$ cat src/rtl/btn_dir_conditioner.sv
// Button/direction front end for the snake game: syncs the divider square waves into
// clk_in enables, debounces the direction buttons and commits a no-reversal direction per step.

module btn_debounce_lane #(
  parameter int STABLE_CNT = 4,
  parameter int CNT_W      = 3
) (
  input  logic clk_in,
  input  logic reset,
  input  logic deb_en,
  input  logic sample,
  output logic level,
  output logic press
);
  typedef enum logic [1:0] {
    IDLE         = 2'd0,
    PRESS_WAIT   = 2'd1,
    PRESSED      = 2'd2,
    RELEASE_WAIT = 2'd3
  } state_t;

  state_t           state, nxt;
  logic [CNT_W-1:0] cnt, cnt_nxt, cnt_inc;
  logic             at_stable;

  assign cnt_inc   = cnt + CNT_W'(1);
  assign at_stable = (cnt_inc == CNT_W'(STABLE_CNT));

  always_ff @(posedge clk_in or posedge reset) begin
    if (reset) begin
      state <= IDLE;
      cnt   <= '0;
      level <= 1'b0;
      press <= 1'b0;
    end else begin
      state <= nxt;
      cnt   <= cnt_nxt;
      level <= (nxt == PRESSED) || (nxt == RELEASE_WAIT);
      press <= (state == PRESS_WAIT) && (nxt == PRESSED);
    end
  end

  // The FSM only moves on a debounce sample; every other cycle holds.
  always_comb begin
    nxt     = state;
    cnt_nxt = cnt;
    if (deb_en) begin
      case (state)
        IDLE: if (sample) begin
          nxt     = PRESS_WAIT;
          cnt_nxt = CNT_W'(1);
        end
        PRESS_WAIT: if (sample) begin
          if (at_stable) begin
            nxt     = PRESSED;
            cnt_nxt = '0;
          end else begin
            cnt_nxt = cnt_inc;
          end
        end else begin
          nxt     = IDLE;
          cnt_nxt = '0;
        end
        PRESSED: if (!sample) begin
          nxt     = RELEASE_WAIT;
          cnt_nxt = CNT_W'(1);
        end
        RELEASE_WAIT: if (!sample) begin
          if (at_stable) begin
            nxt     = IDLE;
            cnt_nxt = '0;
          end else begin
            cnt_nxt = cnt_inc;
          end
        end else begin
          nxt     = PRESSED;
          cnt_nxt = '0;
        end
        default: begin
          nxt     = IDLE;
          cnt_nxt = '0;
        end
      endcase
    end
  end
endmodule

module btn_dir_conditioner #(
  parameter int NBTN       = 4,
  parameter int STABLE_CNT = 4,
  parameter int CNT_W      = 3
) (
  input  logic            clk_in,
  input  logic            reset,
  input  logic            clk_debounce,
  input  logic            clk_snake,
  input  logic [NBTN-1:0] btn_raw,
  output logic [NBTN-1:0] btn_level,
  output logic [NBTN-1:0] btn_press,
  output logic [1:0]      dir,
  output logic            dir_pending,
  output logic            step
);
  logic [NBTN-1:0] btn_s1, btn_s2;
  logic            deb_s1, deb_s2, deb_d;
  logic            snk_s1, snk_s2, snk_d;
  logic            deb_en, snk_en;
  logic [1:0]      pend_dir, eff_dir, cand_dir;
  logic            cand_vld, accept;

  // Divider outputs are plain data here: synchronize, then detect rising edges.
  always_ff @(posedge clk_in or posedge reset) begin
    if (reset) begin
      btn_s1 <= '0;
      btn_s2 <= '0;
      deb_s1 <= 1'b0;
      deb_s2 <= 1'b0;
      deb_d  <= 1'b0;
      snk_s1 <= 1'b0;
      snk_s2 <= 1'b0;
      snk_d  <= 1'b0;
    end else begin
      btn_s1 <= btn_raw;
      btn_s2 <= btn_s1;
      deb_s1 <= clk_debounce;
      deb_s2 <= deb_s1;
      deb_d  <= deb_s2;
      snk_s1 <= clk_snake;
      snk_s2 <= snk_s1;
      snk_d  <= snk_s2;
    end
  end

  assign deb_en = deb_s2 & ~deb_d;
  assign snk_en = snk_s2 & ~snk_d;

  for (genvar g = 0; g < NBTN; g++) begin : g_lane
    btn_debounce_lane #(
      .STABLE_CNT(STABLE_CNT),
      .CNT_W     (CNT_W)
    ) u_lane (
      .clk_in(clk_in),
      .reset (reset),
      .deb_en(deb_en),
      .sample(btn_s2[g]),
      .level (btn_level[g]),
      .press (btn_press[g])
    );
  end

  // Lowest set index wins; scanning downward leaves it as the last writer.
  always_comb begin
    cand_vld = 1'b0;
    cand_dir = 2'b00;
    for (int i = NBTN - 1; i >= 0; i--) begin
      if (btn_press[i]) begin
        cand_vld = 1'b1;
        cand_dir = 2'(i);
      end
    end
  end

  // Same or opposite direction shares bit 1 (up/down vs left/right axis).
  assign eff_dir = dir_pending ? pend_dir : dir;
  assign accept  = cand_vld && (cand_dir[1] != eff_dir[1]);

  always_ff @(posedge clk_in or posedge reset) begin
    if (reset) begin
      dir         <= 2'b11;
      pend_dir    <= 2'b00;
      dir_pending <= 1'b0;
      step        <= 1'b0;
    end else begin
      step <= snk_en;
      if (snk_en && dir_pending) dir <= pend_dir;
      if (accept) begin
        pend_dir    <= cand_dir;
        dir_pending <= 1'b1;
      end else if (snk_en) begin
        dir_pending <= 1'b0;
      end
    end
  end
endmodule

$ cat config.mk
export PLATFORM = sky130hd
export DESIGN_NAME = btn_dir_conditioner
export DESIGN_NICKNAME = d
export VERILOG_FILES = /design/src/rtl/btn_dir_conditioner.sv
export SDC_FILE = /design/constraint.sdc
export NUM_CORES = 1
export LEC_CHECK = 0
export ABC_AREA = 1
export BUFFER_PORTS_ARGS = -buffer_cell sky130_fd_sc_hd__buf_2
export CORE_MARGIN = 8
export CORE_UTILIZATION = 40
export DETAILED_ROUTE_END_ITERATION = 7
export SLEW_MARGIN = 20
export SYNTH_ARGS = -nofsm -noshare
export SYNTH_HDL_FRONTEND = slang
export SYNTH_SLANG_ARGS = --single-unit
$ cat constraint.sdc
create_clock -name clk_in -period 1.36 [get_ports clk_in]
set_clock_uncertainty 0.1 [all_clocks]
set_input_delay 0.204 -clock clk_in [delete_from_list [all_inputs] [get_ports clk_in]]
set_output_delay 0.204 -clock clk_in [all_outputs]
set_load 0.05 [all_outputs]
## After elaboration in Yosys (flattened, before gate mapping)

Cells that the tools add are included.

- Bits in registers: 48
- Logic and storage cells: 155

- Add/sub/neg operators: 4
- Eq/ne operators: 33
- Muxes and demuxes: 67
- Bitwise gates (word level): 4
- Reduce and logical (&&, ||, !) cells: 19

Operators with widths:

| cell | number |
|---|---|
| 2-to-1 mux 2 bit | 33 |
| 2-to-1 mux 3 bit | 20 |
| case mux 3 bit (4 select lines) | 4 |
| == test 2 bit (second input constant) | 16 |
| case mux 2 bit (4 select lines) | 4 |
| inequality test 2 bit (second input constant) | 8 |
| adder 3 x 1 -> 3 bit (second input constant) | 4 |
| == test 3 bit (second input constant) | 4 |
| AND reduction 3 bit | 4 |
| == test 2 x 1 -> 1 bit (second input constant) | 4 |
| logical NOT 2 bit | 4 |
| logical AND 1 bit | 6 |
| 2-to-1 mux 1 bit | 6 |
| logical OR 1 bit | 4 |
| bitwise AND 1 bit | 2 |
| inverter 1 bit | 2 |
| nonzero test 2 bit | 1 |
| inequality test 1 bit | 1 |

## Depth between registers and ports, before layout

- Word-level depth: 8
- Depth in mapped cells: 8
- Mapped depth without buffers: 8

## By module

From an unflattened synthesis, not the netlist that was laid out.

- Cells, all modules: 262
- Area, all modules: 2279.7 µm²

Modules (own cells, without submodules):

| module | times used | cells an instance | area each (µm²) | sequential area each (µm²) |
|---|---|---|---|---|
| btn_debounce_lane | 4 | 50 | 396.6 | 175.2 |
| btn_dir_conditioner | 1 | 62 | 693.2 | 503.0 |

## Worst setup path before layout

No wires, ideal clock.

- Kind: reg-to-reg
- Start: register dir[1]
- End: register pend_dir[0]
- Setup time: 116 ps
- Data arrival time: 1185 ps
- Required time: 1144 ps
- Path slack: -41 ps
- Stages on the path, launching flop included: 8
- Buffers on the path: 0
- Clock period less this slack: 1401 ps
- Cell sequence: dfstp_2 > inv_1 > o21ai_1 > inv_1 > nand2_1 > nand2_1 > nand2_1 > nand2_1

- Cells in the longest elaborated chain, start to end: 3

RTL lines:

| what | RTL line | RTL |
|---|---|---|
| start, declared | 100 | `output logic [1:0] dir,` |
| start signal, assigned | 175 | `if (snk_en && dir_pending) dir <= pend_dir;` |
| 2-to-1 mux 2 bit | 164 | `assign eff_dir = dir_pending ? pend_dir : dir;` |
| inequality test 1 bit | 165 | `assign accept = cand_vld && (cand_dir[1] != eff_dir[1]);` |
| logical AND 1 bit | 165 |  |
| end signal, assigned | 177 | `pend_dir <= cand_dir;` |
| end, declared | 108 | `logic [1:0] pend_dir, eff_dir, cand_dir;` |

Every way passes these cells.
A chain may end at the register's enable or synchronous reset.

## Final worst setup path

- Start: register g_lane[0].u_lane.cnt[1]
- End: register g_lane[0].u_lane.press

- Cells in the longest elaborated chain, start to end: 8

RTL lines:

| what | RTL line | RTL |
|---|---|---|
| start, declared | 23 | `logic [CNT_W-1:0] cnt, cnt_nxt, cnt_inc;` |
| start signal, assigned | 37 | `cnt <= cnt_nxt;` |
| adder 3 x 1 -> 3 bit * | 26 | `assign cnt_inc = cnt + CNT_W'(1);` |
| == test 3 bit * | 27 | `assign at_stable = (cnt_inc == CNT_W'(STABLE_CNT));` |
| 2-to-1 mux 2 bit (on tied branches) | 69, 54 |  |
| 2-to-1 mux 2 bit (on tied branches) | 68, 53 |  |
| case mux 2 bit (4 select lines) * | 48 | `case (state)` |
| 2-to-1 mux 2 bit * | 47 | `if (deb_en) begin` |
| == test 2 bit * | 39 | `press <= (state == PRESS_WAIT) && (nxt == PRESSED);` |
| logical AND 1 bit * | 39 |  |
| end signal, assigned | 39 |  |
| end, declared | 13 | `output logic press` |

Mark *: on every way between the ends. The rest lies on a longest branch, timed or not.

==> results.md <==
* Area share of the largest cell type after synthesis at 54.2%
* ANT cells at 0
* Share of cells above drive strength 1 at 30.2%
* Worst path max stage delay at 0.40 ns
* Cells along the critical path: ha_2 > nand2_2 > nand2_2 > nor2_4 > nand4_1 > nand2_2 > nor2_1
* LEAKAGE at 1.31 nW
* Ports at 20
* Core area at 5110 µm²
* Syn_area_per_cell at 9.47 µm²
* RSZ-0062 raised after global routing: yes
* CP delay by family, top: simple AND/OR/NAND/NOR gates
* DP Area at 2300 µm²
* Total clock sinks at 48
* First-pass GRT wire length at 6.32 mm
* Worst path slowest cell: dfrtp_1
* Die W at 88.8 µm
* Drt drc at 0
* Detail Route Antenna Nets at 0
* Insertion delay to the later sink of the worst-skew pair at 0.30 ns
* Maximum vdd drop at 0.751 mV
* Die Area at 7890 µm²
* Vias in the first global route at 1471
* Layout Nets at 273
* Per-cell routed wire length at 11.4 µm
* GRT Resource Usage Total at 10.4%
* CP bufs+invs at 0
* Worst hold path class: reg2reg
* Port bufs at 19
* CP Capture Type: register
* Cell variety after synth at 28
* Clock transition at the registers of the reported paths at 0.09 ns
* Tcrit/Tclk final at 96.7%
* Detailed Place HPWL at 2.49 mm
* Status: finished clean
* Critical Path RT at 1.47 ns
* Initial antenna violation count at 0
* H-tree levels at 2
* Seq/Total Area, Yosys at 56.7%
* WP data arrival at 1.42 ns
* Final core occ at 50.4%
* Max Root-Sink Buffers at 2
* TritonCTS clock tree: done
* Layout Area Growth over Synthesis at 21.2%
* Seq cells post-synth at 48
* Ratio of total power to cell area at 1140 nW/µm²
* Starting density of the core at 41.5%
* CP Class: reg2reg
* Relative slew slack at 78.4%
* Peak Freq at 760 MHz
* Die Y at 88.8 µm
* CP dominant cell by count: nand2_2
* Vias per cell at 4.50
* DRT iter0 DRCs at 45
* Vias at 1476
* Largest net degree at the start of global routing at 37
* Power Total at 2.94 mW
* TritonCTS buffer count at 5
* Syn Nets at 240
* Crit Path Max Fanout at 4
* Leading area contributor after synthesis: dfrtp_1
* MaxCap Viol Count at 0
* FILL cells at 491
* DR pass1 iterations at 4
* Yosys warnings at 0
* Crit path time final at 1.32 ns
* Final setup vio count at 0
* Std cell rows at 26
* Synth top area cells: dfrtp_1 54%, nand2_1 9.0%, inv_1 5.5%
* Synthesized instance count at 224
* Slew @ Worst Pin at 0.323 ns
* Final Max Slew Viols at 0
* Crit path launch type: register
* Final hold viol count at 0
* Final Cell Area at 2570 µm²
* Post-synthesis cell area at 2120 µm²
* Grt ovf at 0
* Clock root cell: clkbuf_8
* WL final at 3.75 mm
* Routability cong. at 0.807
[worst reg2reg max path: stages, from the launching register on]
cell,delay (ns)
dfrtp_1,0.40
ha_2,0.20
nand2_2,0.06
nand2_2,0.06
nor2_4,0.13
nand4_1,0.12
nand2_2,0.11
nor2_1,0.04
[timing repair]
action	in CTS	in global routing
hold buffers	7	0
pin swaps	2	7
gates resized for setup	7	22
endpoints found under the setup margin	8	22
setup buffers	2	0
endpoints found under the hold margin	16	0
[cells by family after synthesis]
kind of cell	synth area share [%]
buf+inv	10.0
fa+ha+maj	4.72
simple gates	21.2
compound gates	5.78
flops	56.7
xor+xnor	1.59
[Yosys cell counts]
| library cell | number |
|---|---|
| dfrtp_1 | 46 |
| nand3b_1 | 3 |
| nor3_1 | 2 |
| ha_1 | 8 |
| inv_2 | 5 |
| inv_1 | 31 |
| dfstp_2 | 2 |
| xor2_1 | 1 |
| a21oi_4 | 1 |
| xnor2_1 | 1 |
| buf_4 | 8 |
| nand3_1 | 14 |
| nand2_2 | 4 |
| o31ai_1 | 1 |
| or2_1 | 1 |
| xnor2_2 | 1 |
| nand4_1 | 4 |
| buf_6 | 1 |
| o21ai_0 | 2 |
| nand2_1 | 51 |
| nand2_4 | 1 |
| a21oi_1 | 1 |
| inv_4 | 1 |
| nor2_4 | 1 |
| o21ai_1 | 15 |
| nor2_2 | 5 |
| a21oi_2 | 1 |
| nor2_1 | 12 |
[per-layer routing]
layer / part of all wire (%) / track usage (%) / vias up
met2: 48 / 17.5 / 29
met4: 0.53 / 3.69 / 0
li1: - / - / 749
met3: 6.0 / 4.18 / 4
met5: 0 / 0 / -
met1: 45 / 11.6 / 694
[through the flow]
step | hold WS [ns] | cells | setup TNS (ns) | setup WS (ns)
global placement | 0.0914 | 311 | 0 | 0.0125
floorplan | 0.133 | 224 | -0.0281 | -0.0281
finish | 0.251 | 328 | 0 | 0.0446
CTS | 0.254 | 328 | 0 | 0.00132
detailed placement | 0.0902 | 311 | -0.0323 | -0.0207
global route | 0.265 | 328 | -0.108 | -0.0289
[final timing paths]
check | from | to | slack, ns | depth (start not counted)
worst min-delay path | deb_s1$_DFF_PP0_ | deb_s2$_DFF_PP0_ | 0.25 | 0
max in group asynchronous | reset | g_lane[1].u_lane.press$_DFF_PP0_ | 0.38 | 4
worst max-delay path | g_lane[0].u_lane.cnt[1]$_DFFE_PP0P_ | g_lane[0].u_lane.press$_DFF_PP0_ | 0.04 | 7
worst min register to register | deb_s1$_DFF_PP0_ | deb_s2$_DFF_PP0_ | 0.25 | 0
worst max register to register | g_lane[0].u_lane.cnt[1]$_DFFE_PP0P_ | g_lane[0].u_lane.press$_DFF_PP0_ | 0.04 | 7
min in group asynchronous | reset | g_lane[0].u_lane.cnt[1]$_DFFE_PP0P_ | 0.31 | 3
[power breakdown]
part	switching, mW	internal [mW]
Sequential	0.0739	1.53
Clock	0.453	0.415
Combinational	0.259	0.209
[registers in the layout, indices dropped and copies added, names as in the netlist]
signal and cells:
btn_s2 4, dir 2, snk_s2 1, deb_s1 1, step 1, pend_dir 2, g_lane.u_lane.cnt 12, snk_s1 1
g_lane.u_lane.state 8, g_lane.u_lane.press 4, deb_s2 1, deb_d 1, btn_s1 4, dir_pending 1, g_lane.u_lane.level 4, snk_d 1
[cell type report]
class / count / area [µm²] / area share, %
repair buffers: 35 / 263 / 10.2
well taps: 70 / 87.6 / 3.40
flip-flops and latches: 48 / 1200 / 46.8
clock buffers: 8 / 90.1 / 3.50
multi-input cells: 130 / 783 / 30.4
inverters: 37 / 145 / 5.64
[cell usage in the layout, fill, tap and decap left out, types with 2 or more instances in the layout]
master	netlist	layout
buf_2	0	15
dfrtp_1	46	46
o21ai_1	15	13
ha_2	0	5
inv_1	31	30
nand2_1	51	41
dfstp_2	2	2
nand3b_1	3	3
nor2_1	12	12
ha_1	8	3
o21ai_2	0	2
o21ai_0	2	2
buf_6	1	2
inv_2	5	5
nor2_2	5	3
nand3_1	14	11
nand4_1	4	4
clkbuf_1	0	2
clkbuf_8	0	6
nand2_2	4	14
nand3_2	0	3
dlygate4sd3_1	0	7
buf_4	8	9
nor2_4	1	3
nor3_1	2	2
Note: power is estimated with default switching activity, not from simulation.
